### config.mk
export PLATFORM = sky130hd
export DESIGN_NAME = mem_stage
export DESIGN_NICKNAME = d
export VERILOG_FILES = /design/src/rtl/mem_stage.sv
export SDC_FILE = /design/constraint.sdc
export NUM_CORES = 1
export LEC_CHECK = 0
export CAP_MARGIN = 10
export CORE_AREA = 2 2 151 153
export DETAILED_ROUTE_END_ITERATION = 7
export DIE_AREA = 0 0 153 155
export PLACE_DENSITY = 0.66
export SLEW_MARGIN = 20
export SYNTH_ARGS = -nofsm -noshare
export SYNTH_HDL_FRONTEND = slang
export SYNTH_SLANG_ARGS = --single-unit
### constraint.sdc
create_clock -name clk -period 1.8 [get_ports clk]
set_input_delay 0.36 -clock clk [delete_from_list [all_inputs] [get_ports clk]]
set_output_delay 0.36 -clock clk [all_outputs]
set_load 0.005 [all_outputs]
### src/rtl/mem_stage.sv
// MEM pipeline stage: data-memory req/gnt/rvalid access, load formatting and MEM/WB registers.
// Optional misaligned-access trap enabled by defining MEM_MISALIGN_TRAP_EN.
module mem_stage #(
    parameter int unsigned DATA_WIDTH = 32
) (
    input  logic                  clk,
    input  logic                  rst_n,
    input  logic                  MEM_valid_i,
    input  logic                  MEM_regwrite_i,
    input  logic                  MEM_memread_i,
    input  logic                  MEM_memwrite_i,
    input  logic [2:0]            MEM_funct3_i,
    input  logic [31:0]           MEM_pc_i,
    input  logic [31:0]           MEM_imm_i,
    input  logic [4:0]            MEM_rd_add_i,
    input  logic [DATA_WIDTH-1:0] MEM_alu_result_i,
    input  logic [DATA_WIDTH-1:0] MEM_store_data_i,
    input  logic [1:0]            MEM_sel_to_reg_i,
    output logic                  MEM_stall_o,
    output logic                  dmem_req_o,
    output logic                  dmem_we_o,
    output logic [DATA_WIDTH-1:0] dmem_addr_o,
    output logic [3:0]            dmem_be_o,
    output logic [DATA_WIDTH-1:0] dmem_wdata_o,
    input  logic                  dmem_gnt_i,
    input  logic                  dmem_rvalid_i,
    input  logic [DATA_WIDTH-1:0] dmem_rdata_i,
    output logic                  WB_regwrite_o,
    output logic [31:0]           WB_pc_o,
    output logic [31:0]           WB_imm_o,
    output logic [4:0]            WB_rd_add_o,
    output logic [DATA_WIDTH-1:0] WB_alu_result_o,
    output logic [DATA_WIDTH-1:0] WB_load_data_o,
    output logic [1:0]            WB_sel_to_reg_o,
    output logic                  MEM_misalign_o
);

    typedef enum logic [1:0] {StIdle, StWaitGnt, StWaitRvalid} state_e;

    state_e state_q, state_d;

    logic        mem_op, is_load, is_store, misalign, access;
    logic        req, complete;
    logic [1:0]  off;
    logic [7:0]  ld_byte;
    logic [15:0] ld_half;
    logic [31:0] ld_fmt;
    logic [3:0]  st_be;
    logic [31:0] st_wdata;

    assign off      = MEM_alu_result_i[1:0];
    assign is_load  = MEM_memread_i;
    assign is_store = MEM_memwrite_i & ~MEM_memread_i;
    assign mem_op   = MEM_valid_i & (MEM_memread_i | MEM_memwrite_i);

`ifdef MEM_MISALIGN_TRAP_EN
    logic half_op;
    assign half_op  = is_load ? (MEM_funct3_i == 3'b001 || MEM_funct3_i == 3'b101)
                              : (MEM_funct3_i == 3'b001);
    assign misalign = mem_op & ((half_op & off[0]) | ((MEM_funct3_i == 3'b010) & (off != 2'b00)));
`else
    assign misalign = 1'b0;
`endif

    // A trapped access completes at once without touching memory.
    assign access = mem_op & ~misalign;

    always_comb begin
        state_d  = state_q;
        req      = 1'b0;
        complete = 1'b0;
        unique case (state_q)
            StIdle: begin
                if (access) begin
                    req = 1'b1;
                    if (dmem_gnt_i) begin
                        if (is_load) state_d = StWaitRvalid;
                        else         complete = 1'b1;
                    end else begin
                        state_d = StWaitGnt;
                    end
                end else if (MEM_valid_i) begin
                    complete = 1'b1;
                end
            end
            StWaitGnt: begin
                req = 1'b1;
                if (dmem_gnt_i) begin
                    if (is_load) begin
                        state_d = StWaitRvalid;
                    end else begin
                        state_d  = StIdle;
                        complete = 1'b1;
                    end
                end
            end
            StWaitRvalid: begin
                if (dmem_rvalid_i) begin
                    state_d  = StIdle;
                    complete = 1'b1;
                end
            end
            default: state_d = StIdle;
        endcase
    end

    always_ff @(posedge clk or negedge rst_n) begin
        if (!rst_n) state_q <= StIdle;
        else        state_q <= state_d;
    end

    assign dmem_req_o  = rst_n & req;
    assign MEM_stall_o = rst_n & access & ~complete;

    always_comb begin
        unique case (off)
            2'd0:    ld_byte = dmem_rdata_i[7:0];
            2'd1:    ld_byte = dmem_rdata_i[15:8];
            2'd2:    ld_byte = dmem_rdata_i[23:16];
            default: ld_byte = dmem_rdata_i[31:24];
        endcase
        ld_half = off[1] ? dmem_rdata_i[31:16] : dmem_rdata_i[15:0];
        case (MEM_funct3_i)
            3'b000:  ld_fmt = {{24{ld_byte[7]}}, ld_byte};
            3'b001:  ld_fmt = {{16{ld_half[15]}}, ld_half};
            3'b100:  ld_fmt = {24'h0, ld_byte};
            3'b101:  ld_fmt = {16'h0, ld_half};
            default: ld_fmt = dmem_rdata_i;
        endcase
    end

    always_comb begin
        case (MEM_funct3_i)
            3'b000: begin
                st_be    = 4'b0001 << off;
                st_wdata = {4{MEM_store_data_i[7:0]}};
            end
            3'b001: begin
                st_be    = off[1] ? 4'b1100 : 4'b0011;
                st_wdata = {2{MEM_store_data_i[15:0]}};
            end
            default: begin
                st_be    = 4'b1111;
                st_wdata = MEM_store_data_i;
            end
        endcase
    end

    assign dmem_we_o    = is_store;
    assign dmem_addr_o  = {MEM_alu_result_i[31:2], 2'b00};
    assign dmem_be_o    = is_store ? st_be : 4'b1111;
    assign dmem_wdata_o = st_wdata;

    // Non-completion edges insert a bubble: regwrite clears, payload holds.
    always_ff @(posedge clk or negedge rst_n) begin
        if (!rst_n) begin
            WB_regwrite_o   <= 1'b0;
            WB_pc_o         <= '0;
            WB_imm_o        <= '0;
            WB_rd_add_o     <= '0;
            WB_alu_result_o <= '0;
            WB_load_data_o  <= '0;
            WB_sel_to_reg_o <= '0;
            MEM_misalign_o  <= 1'b0;
        end else begin
            WB_regwrite_o  <= complete & MEM_regwrite_i & ~misalign;
            MEM_misalign_o <= complete & misalign;
            if (complete) begin
                WB_pc_o         <= MEM_pc_i;
                WB_imm_o        <= MEM_imm_i;
                WB_rd_add_o     <= MEM_rd_add_i;
                WB_alu_result_o <= MEM_alu_result_i;
                WB_load_data_o  <= ld_fmt;
                WB_sel_to_reg_o <= MEM_sel_to_reg_i;
            end
        end
    end

endmodule

Yosys cells after proc, flatten, opt, wreduce, memory -nomap -nowiden
Cells that the tools add are included.
W data, S select, Z words.
{"block": "classes", "eq_ne": 11, "shifts": 1, "mux": 22, "bitwise": 9, "n_reduce_logical": 4}
{"op": "$pmux W32 S4", "n": 1}
{"op": "$pmux W32 S2", "n": 1}
{"op": "$pmux W8 S3", "n": 1}
{"op": "$mux W16", "n": 1}
{"op": "$mux W2", "n": 6}
{"op": "$mux W4", "n": 2}
{"op": "$pmux W4 S2", "n": 1}
{"op": "$and A1 B1 Y1", "n": 6}
{"op": "$eq A3 B3 Y1 const B", "n": 2}
{"op": "$mux W1", "n": 6}
{"op": "$ne A2 B2 Y1 const B", "n": 3}
{"op": "$pmux W2 S3", "n": 1}
{"op": "$eq A2 B1 Y1 const B", "n": 2}
{"op": "$eq A2 B2 Y1 const B", "n": 2}
{"op": "$logic_not A2 Y1", "n": 2}
{"op": "$reduce_and A4 Y1", "n": 1}
{"op": "$shl A1 B2 Y4 const A", "n": 1}
{"op": "$eq A3 B1 Y1 const B", "n": 1}
{"op": "$logic_not A3 Y1", "n": 1}
{"op": "$ne A3 B3 Y1 const B", "n": 1}
{"op": "$pmux W1 S3", "n": 1}
{"op": "$not A1 Y1", "n": 2}
{"op": "$pmux W1 S2", "n": 1}
{"op": "$or A1 B1 Y1", "n": 1}
{"block": "word_totals", "ff_bits": 138, "inputBits": 178, "output_inout_bits": 208, "elab_cells": 55}

Longest topological paths before layout
Gate-level depths: netlist of the first run.
{"block": "depth", "ltp_word": 6, "depth_mapped": 6, "depth_no_buf": 4}

Least setup slack after synthesis of the first run
OpenSTA, ideal clock, no wires.
{"block": "synth_path", "path_type": "input-to-output", "startpoint": "input MEM_funct3_i[1]", "endpoint": "output dmem_wdata_o[20]", "arrival_ps": 1520, "path_slack_ps": -80, "cell_stages": 4, "n_path_buf": 2, "cell_sequence": "clkbuf_1 -> nor2_1 -> clkbuf_1 -> mux2_2"}
{"block": "synth_via", "elab_chain_len": 2}
{"element": "start, declared", "line_no": "12", "text": "input logic [2:0] MEM_funct3_i,"}
{"element": "$eq A3 B1 Y1 or $logic_not A3 Y1 (tied branches)", "line_no": "133", "text": "case (MEM_funct3_i)"}
{"element": "$pmux W32 S2 (*)", "line_no": "133"}
{"element": "end, declared", "line_no": "24", "text": "output logic [DATA_WIDTH-1:0] dmem_wdata_o,"}
Mark *: on every way between the ends. The rest lies on a longest branch, timed or not.

Worst setup path in the final report of the first run
{"block": "layout_path", "startpoint": "register state_q[0]", "endpoint": "register WB_rd_add_o[1]"}
{"block": "layout_via", "elab_chain_len": 2}
{"element": "start, declared", "line_no": "40", "text": "state_e state_q, state_d;"}
{"element": "start signal, assigned", "line_no": "108", "text": "if (!rst_n) state_q <= StIdle;"}
{"element": "start signal, assigned", "line_no": "109", "text": "else state_q <= state_d;"}
{"element": "$eq A2 B2 Y1, or another cell as far along", "line_no": "72", "text": "unique case (state_q)"}
{"element": "$pmux W1 S3 (*)", "line_no": "72"}
{"element": "end signal, assigned", "line_no": "171", "text": "WB_rd_add_o <= MEM_rd_add_i;"}
{"element": "end, declared", "line_no": "31", "text": "output logic [4:0] WB_rd_add_o,"}
Marked as above.
A chain may end at the register's enable or synchronous reset.

==> impl_summary.txt, run 1 <==
----------------------------------------------------
[GRT]
  Pin count of the biggest net entering global routing ... 137
  Aggregate global-route resource usage ... 20.2%
  Sum of overflow across all layers after global routing ... 0
  Antenna violations before repair ... 0
  First-pass GRT wire length ... 36.6 mm
  Vias in the first global route ... 5967

[Placement]
  Number of port buffers ... 382
  GP Congestion ... 0.782
  Final HPWL from detailed placement ... 17.1 mm

[Clock tree]
  Total number of H-tree levels ... 4
  Worst-path clk slew ... 0.07 ns
  Insertion delay to the later sink of the worst-skew pair ... 0.42 ns
  Clk sinks ... 138
  Maximum root-to-sink buffer count ... 2
  Clock root buffer master ... clkbuf_16
  Total CTS buffers ... 17
  Clock tree from TritonCTS ... done

[Final layout]
  Most frequent standard cell in the layout excluding fill and tap cells ... clkdlybuf4s50_1
  Layout net count ... 1122
  Fraction of final layout cells with drive strength greater than 1 ... 35.9%
  Number of diodes ... 0
  Core Util, Final ... 56.9%
  Area growth from synthesis to layout ... 93.7%
  Commonest cells after routing, fill and taps aside ... clkdlybuf4s50_1, dfrtp_1, mux2_4

[Power]
  Switch share ... 27.9%
  Proportion of power drawn by the clock network ... 25.2%
  VDD IR-drop max ... 0.000670 V
  Internal power consumption ... 10100 µW
  Total power density per cell area ... 1110 nW/µm²
  Seq pwr share ... 33.6%
  Pwr Total ... 14000 µW
  Switching power ... 3900 µW
  Leak Pwr ... 0.00555 µW
  Share of total power in combinational logic ... 41.2%

[Floorplan]
  Die extent in x ... 153 µm
  Initial core utilization ... 29.4%
  Top Ports ... 386
  Core area ... 22200 µm²
  Die outline area ... 23700 µm²
  Die Y ... 155 µm
  Cell row count ... 55

[Synthesis]
  Adder and majority cell fraction of the synthesized area ... 0%
  Number of instances in the synthesized netlist ... 496
  Complex-gate fraction of the synthesized area ... 6.40%
  XOR/XNOR Fraction of Synth Area ... 0%
  Dominant combinational cell family by area after synthesis ... multiplexers
  Synthesized flop and latch total ... 138
  Avg Inst Size Synth ... 13.2 µm²
  Number of distinct library cell variants in the gate-level netlist after synthesis ... 44
  Simple logic cell fraction of the synthesized area ... 5.71%
  Number of enable-type register cells in the synthesized netlist ... 0
  Async set-reset flop share out of synthesis ... 100%
  Main flop type after synthesis ... dfrtp_1
  Post-synthesis instance area ... 6530 µm²
  Post-synthesis sequential area ratio ... 52.9%
  Synth warnings ... 0
  Portion of netlist area occupied by mux cells ... 27.4%

[Setup path]
  Cell breakdown of the critical path ... nor4b_4, o21ai_4, nand2_8, buf_8, buf_12, buf_12, buf_12, mux2_4
  Cell depth of the worst flop-to-flop path ... 8
  CP Max Fanout ... 7
  Worst endpoint data arrival time ... 2.27 ns
  Category of the worst setup path capture point ... flip-flop
  Reg2reg setup slack ... -0.17 ns
  Critical path buffers and inverters ... 4
  Critical-path top delay cell ... dfrtp_2
  Required @ worst endpoint ... 2.11 ns
  RR Startpoint ... state_q[0]
  Top delay family on crit path ... buffers and inverters
  Peak per-stage delay on the critical path ... 0.44 ns
  Crit Reg-Reg Endpoint ... WB_rd_add_o[1]
  Type of the worst setup path ... flip-flop to flip-flop
  Kind of start point of the critical path ... flip-flop
  Most prevalent standard cell on the critical path ... buf_12

[Run status]
  Violations in the final reports ... negative setup slack
  Outcome ... finished, violations left

[Routing]
  Pre-antenna DRT Iters ... 4
  DRC Markers ... 0
  Number of DRC markers after the initial detailed-route iteration ... 178
  Antenna-violating nets left ... 0
  Final WL ... 24.8 mm
  Routed vias ... 5718
  Via-to-Cell Ratio ... 4.60
  Wire length per cell after detailed routing ... 20.0 µm

[Timing]
  Max Fclk ... 0.509 GHz
  Setup Skew ... 0.0102 ns
  Worst hold slack across all endpoints ... 0.348 ns
  Least setup slack across all paths after layout ... -0.166 ns
  Ratio of final minimum period to clock period ... 109%
  Min Clock Period, post-route ... 1.97 ns
  Setup TNS Final ... -10.01 ns
  Final hold violation count ... 0
  Tightest Pin Transition ... 0.786 ns
  Setup violators final ... 126
  Final Slew Violations ... 0
  Slew HR ... 47.6%
  RSZ-0062 raised after global routing ... true

[Run]
  Max cap viols ... 0

[Worst hold path]
  Worst Hold Class ... input port to asynchronous set/reset pin

----------------------------------------------------
-- state kept, by name (all words and copies together) (netlist names) --
register / cells
WB_regwrite_o: 1
WB_alu_result_o: 32
state_q: 2
WB_imm_o: 32
WB_load_data_o: 32
WB_rd_add_o: 5
WB_pc_o: 32
WB_sel_to_reg_o: 2
-- layer usage --
metal | vias to the layer above | global-route usage [%] | wire length, µm
met2 | 191 | 32.5 | 12100
li1 | 2644 | - | -
met3 | 20 | 6.27 | 1470
met1 | 2863 | 26.5 | 10900
met5 | - | 0 | 0
met4 | 0 | 5.16 | 352
-- Yosys cell counts (all sizes together) (3+ instances only) --
library cell	n	share of area (%)
buf	61	6.9
nor2b	12	1.1
nor3	11	0.92
nor2	14	0.80
clkbuf	8	0.46
nand2	25	1.5
nand3	3	0.23
a21oi	9	0.75
mux2i	12	1.8
o21ai	8	0.61
dfrtp	138	53
a2bb2oi	17	2.4
nand2b	4	0.38
a221oi	8	1.2
mux2	145	26
-- layout make-up --
type / count / area (µm²)
timing repair buffer: 496 / 5050
clock buffer: 17 / 425
fill: 1864 / 9580
sequential: 138 / 3460
tap: 285 / 357
multi-input combinational: 289 / 3190
clock inverter: 15 / 159
inverter: 2 / 7.51
-- power by group through the flow --
stage / clock network (µW) / registers [µW] / logic (µW)
floorplan: 0 / 4730 / 1510
global placement: 0 / 4630 / 4800
detailed placement: 0 / 4670 / 4830
global route: 3760 / 4840 / 6090
CTS: 3630 / 4670 / 5620
finish: 3530 / 4690 / 5770
-- through the flow --
| stage | setup WS (ns) | instance area, µm² | std cells |
|---|---|---|---|
| after floorplan | -0.0135 | 6550 | 498 |
| after global placement | -0.657 | 10900 | 1164 |
| after detailed placement | -0.663 | 10900 | 1164 |
| after CTS | -0.123 | 12400 | 1233 |
| after global routing | -0.243 | 12600 | 1242 |
| final | -0.166 | 12600 | 1242 |
-- worst register-to-register path, stage by stage, from the launching register on --
cell,delay (ns)
dfrtp_2,0.44
nor4b_4,0.37
o21ai_4,0.13
nand2_8,0.09
buf_8,0.12
buf_12,0.15
buf_12,0.13
buf_12,0.12
mux2_4,0.31
-- worst max-delay path by stage --
stage                                from                to  slack, ns  cells after the start
after detailed placement  MEM_funct3_i[2]  dmem_wdata_o[20]      -0.66                      5
after global routing           state_q[0]    WB_rd_add_o[1]      -0.24                      8
after floorplan           MEM_funct3_i[1]  dmem_wdata_o[20]      -0.01                      4
final                          state_q[0]    WB_rd_add_o[1]      -0.17                      8
after global placement    MEM_funct3_i[2]  dmem_wdata_o[21]      -0.66                      5
after CTS                      state_q[0]       MEM_stall_o      -0.12                      5
-- what timing repair did --
item                                    CTS  global route
gates cloned                              9             6
hold buffers                              1             1
pin swaps                                11            13
resized for setup                       242            59
endpoints found under the setup margin  159           148
setup buffers                            27             8
endpoints found under the hold margin     2             2
-- kinds of logic (layout without fill, tap and decap cells) --
family	count (synthesis)	count (layout)
mux	157	157
flops	138	138
simple gates	75	75
buf+inv	71	530
compound gates	54	54
other cells	1	3
No activity file was read; power rests on OpenSTA's default activity.
==> run 2, diff against run 1 <==
Settings changed: PLACE_DENSITY 0.66 to 0.64.
Clock period 1.8 ns to 2.11 ns, I/O delays scaled along.
==> run 2 against run 1 <==
Effect of this change: the flow now finishes without violations; global-route usage fell by 2.0 points; count of clock-buffer cells in the layout rose by 2; clock skew rose by 0.0021 ns; clock power fell by 17%; wire length fell by 13%; sequential power fell by 16%; critical path type is now input port to primary output; largest cell class unchanged; largest power group unchanged.
==> impl_summary.txt, run 2 (same netlist as run 1, synthesis figures left out) <==
----------------------------------------------------
[Placement]
  Instance count after placement with tap cells included ... 1149
  Number of port buffers ... 382
  Final HPWL from detailed placement ... 16.1 mm
  GP Congestion ... 0.786
  Cell Area, Placed ... 10700 µm²

[Power]
  Leak Pwr ... 0.00481 µW
  Pwr Total ... 10900 µW
  VDD IR-drop max ... 0.000488 V
  Total power density per cell area ... 951 nW/µm²

[Routing]
  Routed vias ... 5493
  Antenna-violating nets left ... 0
  Pre-antenna DRT Iters ... 4
  Wire length per cell after detailed routing ... 18.2 µm
  Final WL ... 21.7 mm
  Via-to-Cell Ratio ... 4.59
  DRC Markers ... 0
  Number of DRC markers after the initial detailed-route iteration ... 147

[GRT]
  Antenna violations before repair ... 0
  First-pass GRT wire length ... 33.8 mm
  Aggregate global-route resource usage ... 18.1%
  Pin count of the biggest net entering global routing ... 137
  Sum of overflow across all layers after global routing ... 0
  Vias in the first global route ... 5863

[Clock tree]
  Clock root buffer master ... clkbuf_16
  Worst-path clk slew ... 0.06 ns
  Insertion delay to the later sink of the worst-skew pair ... 0.42 ns
  Maximum root-to-sink buffer count ... 2
  Total number of H-tree levels ... 4
  Total CTS buffers ... 17
  Clk sinks ... 138
  Clock tree from TritonCTS ... done

[Timing]
  Slew HR ... 46.1%
  Min Clock Period, post-route ... 2.10 ns
  Max Fclk ... 0.475 GHz
  RSZ-0062 raised after global routing ... true
  Final Slew Violations ... 0
  Setup Skew ... 0.0122 ns
  Setup violators final ... 0
  Final hold violation count ... 0
  Ratio of final minimum period to clock period ... 99.7%
  Tightest Pin Transition ... 0.809 ns

[Final layout]
  Area growth from synthesis to layout ... 75.9%
  Number of fill cells in the layout ... 1997
  Finished layout cell area ... 11500 µm²
  Area of the multi-input gates ... 2660 µm²
  Most frequent standard cell in the layout excluding fill and tap cells ... clkdlybuf4s50_1
  Commonest cells after routing, fill and taps aside ... clkdlybuf4s50_1, dfrtp_1, mux2_2
  Fraction of final layout cells with drive strength greater than 1 ... 29.2%
  Final cell count without fillers ... 1196
  Core Util, Final ... 51.7%
  Layout net count ... 1075
  Sequential Area ... 3450 µm²

[Floorplan]
  Initial core utilization ... 29.4%
  Die Y ... 155 µm
  Top Ports ... 386
  Core area ... 22200 µm²
  Cell row count ... 55
  Die outline area ... 23700 µm²
  Die extent in x ... 153 µm

[Setup path]
  CP Max Fanout ... 5
  Worst endpoint data arrival time ... 1.68 ns
  Cell breakdown of the critical path ... buf_2, nor2_4, buf_6, mux2_2, clkdlybuf4s50_1
  Kind of start point of the critical path ... input port
  Type of the worst setup path ... input port to primary output
  Required @ worst endpoint ... 1.69 ns
  Critical-path top delay cell ... clkdlybuf4s50_1
  Peak per-stage delay on the critical path ... 0.45 ns
  Category of the worst setup path capture point ... primary output

[Worst hold path]
  Worst Hold Class ... input port to asynchronous set/reset pin

[Run]
  Max cap viols ... 0

[Run status]
  Outcome ... finished, final reports clean

----------------------------------------------------
run 2: report_power, final:
| group | switching, µW | internal (µW) |
|---|---|---|
| Sequential | 450 | 3500 |
| Combinational | 1280 | 2770 |
| Clock | 1290 | 1620 |
| Total | 3020 | 7900 |
run 2: per-stage QoR:
step / TNS (ns) / setup WS [ns] / hold slack, ns
after floorplan: 0 / 0.106 / 0.126
after global placement: -53.19 / -0.402 / 0.224
after detailed placement: -55.11 / -0.424 / 0.222
after CTS: 0 / 0.0000753 / 0.374
after global routing: -0.108 / -0.0276 / 0.363
final: 0 / 0.00635 / 0.382
run 2: cell type report:
| type | count | share of cell area [%] |
|---|---|---|
| Clock inverter | 13 | 1.10 |
| Tap cell | 285 | 3.10 |
| Antenna cell | 1 | 0.0218 |
| Timing Repair Buffer | 449 | 38.5 |
| Multi-Input combinational cell | 289 | 23.2 |
| Sequential cell | 138 | 30.1 |
| Clock buffer | 19 | 3.94 |
| Inverter | 2 | 0.0654 |
run 2: final timing paths:
| kind | end | cells past startpoint | from | slack [ns] |
|---|---|---|---|---|
| min reg2reg | WB_imm_o[24] | 1 | WB_imm_o[24] | 0.49 |
| max | dmem_wdata_o[20] | 5 | MEM_funct3_i[2] | 0.006 |
| max in group asynchronous | WB_load_data_o[23] | 3 | rst_n | 0.75 |
| min | state_q[1] | 2 | rst_n | 0.38 |
| max reg2reg | WB_load_data_o[0] | 7 | state_q[1] | 0.14 |
| min in group clk | state_q[0] | 2 | dmem_gnt_i | 0.44 |
run 2: worst max-delay path, delay by kind of cell:
| kind | cells | cell delay [ns] |
|---|---|---|
| buffers and inverters | 3 | 0.73 |
| muxes | 1 | 0.33 |
| and+or+nand+nor | 1 | 0.19 |
run 2: routing by layer:
layer  global-route usage [%]  routed length, µm
met5                        0                  0
met4                     5.73                380
met3                     5.65               1490
met2                     29.0              10400
met1                     23.6               9480
run 2: repair_timing:
| action | 4_1_cts | 5_1_grt |
|---|---|---|
| hold buffers | 1 | 0 |
| pin swaps | 5 | 6 |
| cloned | 2 | 0 |
| endpoints found under the setup margin | 31 | 18 |
| hold endpoints to repair | 2 | 0 |
| resized for setup | 61 | 25 |
| setup buffers | 8 | 3 |
